`src/rtl/w_mem_responder.sv`:
```
// w_mem_responder: four-state single-port memory responder for a register bank's W value.
// Optional W_MEM_WRITE_THROUGH_EN: a completed write also loads W_MEM_IN with the written data.
module w_mem_responder #(
  parameter int ADDR_W = 8
) (
  input  logic              clk,
  input  logic              reset,
  input  logic              MR,
  input  logic              MW,
  input  logic [ADDR_W-1:0] Addr,
  input  logic [15:0]       W_MEM_OUT,
  output logic [15:0]       W_MEM_IN,
  output logic              Mem_Ready,
  output logic              Mem_Ack,
  output logic              Mem_Error
);
  typedef enum logic [1:0] {IDLE, WRITE, READ, DONE} state_t;
  state_t state;
  logic [ADDR_W-1:0] addr_q;
  logic [15:0] data_q;
  logic [15:0] mem [0:(1<<ADDR_W)-1];
  assign Mem_Ready = state == IDLE;
  // memory is never cleared; an async reset in WRITE has already left WRITE before the next edge
  always_ff @(posedge clk)
    if (state == WRITE && !reset) mem[addr_q] <= data_q;
  always_ff @(posedge clk or posedge reset)
    if (reset) begin
      state     <= IDLE;
      addr_q    <= '0;
      data_q    <= '0;
      W_MEM_IN  <= '0;
      Mem_Ack   <= 1'b0;
      Mem_Error <= 1'b0;
    end else begin
      Mem_Ack   <= state == WRITE || state == READ;
      Mem_Error <= state == IDLE && MR && MW;
      case (state)
        IDLE: begin
          if (MR ^ MW) begin
            addr_q <= Addr;
            data_q <= W_MEM_OUT;
            state  <= MW ? WRITE : READ;
          end
        end
        WRITE: begin
`ifdef W_MEM_WRITE_THROUGH_EN
          W_MEM_IN <= data_q;
`endif
          state <= DONE;
        end
        READ: begin
          W_MEM_IN <= mem[addr_q];
          state    <= DONE;
        end
        default: state <= IDLE;
      endcase
    end
endmodule

```
`config.mk`:
```
export PLATFORM = sky130hd
export DESIGN_NAME = w_mem_responder
export DESIGN_NICKNAME = d
export VERILOG_FILES = /design/src/rtl/w_mem_responder.sv
export SDC_FILE = /design/constraint.sdc
export NUM_CORES = 2
export LEC_CHECK = 0
export BUFFER_PORTS_ARGS = -buffer_cell sky130_fd_sc_hd__buf_4
export CORE_MARGIN = 2
export CORE_UTILIZATION = 45
export CTS_BUF_LIST = sky130_fd_sc_hd__clkbuf_8 sky130_fd_sc_hd__clkbuf_16
export CTS_CLUSTER_SIZE = 16
export DETAILED_ROUTE_END_ITERATION = 10
export PLACE_DENSITY = 0.7
export REMOVE_ABC_BUFFERS = 1
export SYNTH_ARGS = -nofsm -noshare
export SYNTH_HDL_FRONTEND = slang
export SYNTH_SLANG_ARGS = --single-unit
```
`constraint.sdc`:
```
create_clock -name clk -period 3.9 [get_ports clk]
set_input_delay 0.195 -clock clk [delete_from_list [all_inputs] [get_ports clk]]
set_output_delay 0.195 -clock clk [all_outputs]
set_load 0.1 [all_outputs]
```
==> impl_metrics.ini <==
[synth]
synth_top_cell_area_share = 0.773
synth_most_common_cell = edfxtp_1
synthTopCellsByArea = edfxtp_1, mux4_2, mux2i_1, nand2_1, nor2_1
ys_types = 70
yosys_warnings = 0
synthArstFlopShare = 0.0106
avgSynthCellArea_um2 = 22.3
synth_edf_count = 4096
synth-main-ff-cell = edfxtp_1
synth_cells = 7131
synth_top_area_cell = edfxtp_1
ys_seq_area_frac = 0.780
synth-seq-cells = 4140
synth_common_cells = edfxtp_1, mux4_2, nand2_1
syn_area_um2 = 159000

[sta]
period_minus_slack_ns = 3.87
fmax_mhz = 258
min_period_over_period = 0.993
tightest_slew_ns = 1.29
setup_violations = 0
relSlewSlack = 0.139
finalMaxSlewViolations = 0
rsz0062_at_grt = no
fin_setup_tns_ns = 0
final_hold_viol_count = 0
fin_skew_ns = 0.0717

[route]
vias = 82000
drc = 0
vias_per_cell = 6.29
routed_wl_mm = 443
antenna_left = 0
drt-initial-drc-count = 13600
wire_per_inst_um = 34.0
dr.pass1.iters = 6

[cells_and_area]
layout.cells.non_filler = 13000
drive_above_1_share = 0.310
nets = 7987
post-route-util = 0.524
nFillCells = 26200
area_growth_pct = 16.1

[global_route]
antenna_found_initial = 22
grt-ovfl-total = 0
grt_max_degree = 161
grt_util_all_layers = 0.245
grt_pass1_wl_mm = 622
grt_pass1_vias = 80400

[floorplan]
die_h_um = 598
io-pin-count = 47
start_util = 0.452
rows = 218
dieArea_um2 = 358000
die_x_um = 598
coreArea_um2 = 352000

[run_status]
status = finished clean

[worst_setup_path]
r2r_end = W_MEM_IN[5]$_DFFE_PP0N_
r2r_cells = 9
end_kind = flip-flop
startpoint_type = flip-flop
rrSetupSlack_ns = 0.03
cp.arrival_ns = 4.71
slowest_stage = dfrtp_4
endpoint = W_MEM_IN[5]$_DFFE_PP0N_
path_cells = buf_12 > buf_4 > buf_6 > mux4_2 > a22oi_1 > nand4_1 > nor4bb_4 > or3_1 > a41oi_1
critPathMaxFanout = 22
crit_required_ns = 4.74
critPathKind = reg2reg
startpoint = addr_q[0]$_DFFE_PP0P_
max_stage_delay_ns = 0.66
r2r-start = addr_q[0]$_DFFE_PP0P_

[min_path]
holdCritPathClass = in2reg

[placement]
hpwl_mm = 274
place_congestion = 0.936
dp_cells = 12200
portBuffers = 46

[power]
vdd_drop_max_mv = 0.630
p_leak_nw = 58.9
power-per-cell-area_nw_per_um2 = 776

[clocking]
cts_tree = done
cts_root_buf = clkbuf_16
clockBufferDepth = 4
clock_sinks = 4140
clk_pin_slew_worst_paths_ns = 0.07
clock_latency_ns = 0.99
postCtsSetupBuffers = 0
numCtsBuffers = 401
htreeDepth = 5

[job]
drv_cap = 0
-- state kept, by name, summed over array words and instances (netlist names) --
name / flops
mem: 4096
W_MEM_IN: 16
data_q: 16
addr_q: 8
state: 2
Mem_Ack: 1
Mem_Error: 1
-- how the worst min path moves through the flow --
stage,startpoint,endpoint,slack (ns),cells after the start
after floorplan,MW,state[1]$_DFFE_PP0P_,0.34,1
after global placement,reset,state[1]$_DFFE_PP0P_,0.28,2
after detailed placement,reset,state[0]$_DFFE_PP0P_,0.30,2
after CTS,Addr[5],addr_q[5]$_DFFE_PP0P_,0.005,3
after global routing,W_MEM_OUT[15],data_q[15]$_DFFE_PP0P_,0.03,3
final,W_MEM_OUT[15],data_q[15]$_DFFE_PP0P_,0.05,3
-- power by group --
group | internal (mW) | switching [mW]
Combinational | 16.6 | 28.8
Sequential | 56.0 | 2.83
Clock | 22.1 | 16.9
-- critical path, delay by kind of cell (launching register included) --
kind	cells	cell delay (ns)
compound gates	2	0.32
buf+inv	3	0.83
flops	1	0.66
mux	1	0.60
simple gates	3	1.26
-- logic make-up (layout without fill, tap and decap cells) --
group	Yosys count	after routing	share of synthesized area
fa+ha+maj	4	4	0.000315
buf+inv	421	1577	0.0145
mux	1298	1298	0.162
compound gates	453	453	0.0209
simple gates	814	814	0.0217
xor+xnor	1	1	0.0000551
other cells	0	12	0
flops	4140	4140	0.780
-- per-layer routing --
metal  routed length, µm  track usage
met2              205000        0.377
met4               25300        0.116
met1              157000        0.333
met3               54800       0.0585
met5                  54            0
-- metrics by stage --
stage                     setup WS, ns  hold slack [ns]  area [µm²]  total power, mW
after CTS                       0.0445          0.00470      185000              143
after global placement          -0.581            0.282      171000              103
after global routing           0.00483           0.0330      185000              147
after floorplan                 -39.39            0.341      157000             75.4
final                           0.0260           0.0527      185000              143
after detailed placement        -0.605            0.296      171000              104
-- cell type report --
class / count / area [µm²] / share of cell area
antenna: 12 / 30.0 / 0.000163
inverter: 10 / 45.0 / 0.000244
timing repair buffer: 832 / 8300 / 0.0449
clock buffer: 409 / 10200 / 0.0551
multi-input combinational: 2570 / 32900 / 0.178
sequential: 4140 / 124000 / 0.673
tap: 4730 / 5920 / 0.0321
clock inverter: 326 / 3050 / 0.0165
-- what timing repair did --
action | in CTS | in global routing
hold endpoints to repair | 71 | 0
gates resized for setup | 10 | 6
pin swaps | 1 | 0
hold buffers | 43 | 0
setup endpoints to repair | 7 | 7
gates cloned | 0 | 1
-- placed cells by master (no fill, tap or decap), types with 47 or more instances in the layout --
cell	instances
buf_12	151
mux2i_1	246
bufinv_16	47
clkinv_2	79
nor2_2	69
edfxtp_1	4096
mux4_2	1020
a32oi_1	77
buf_4	632
nand3_1	65
nor2_1	242
a22oi_1	56
clkbuf_16	405
nand2_1	307
clkinv_1	73
inv_1	74
o22ai_1	81
Note: power is estimated with default switching activity, not from simulation.
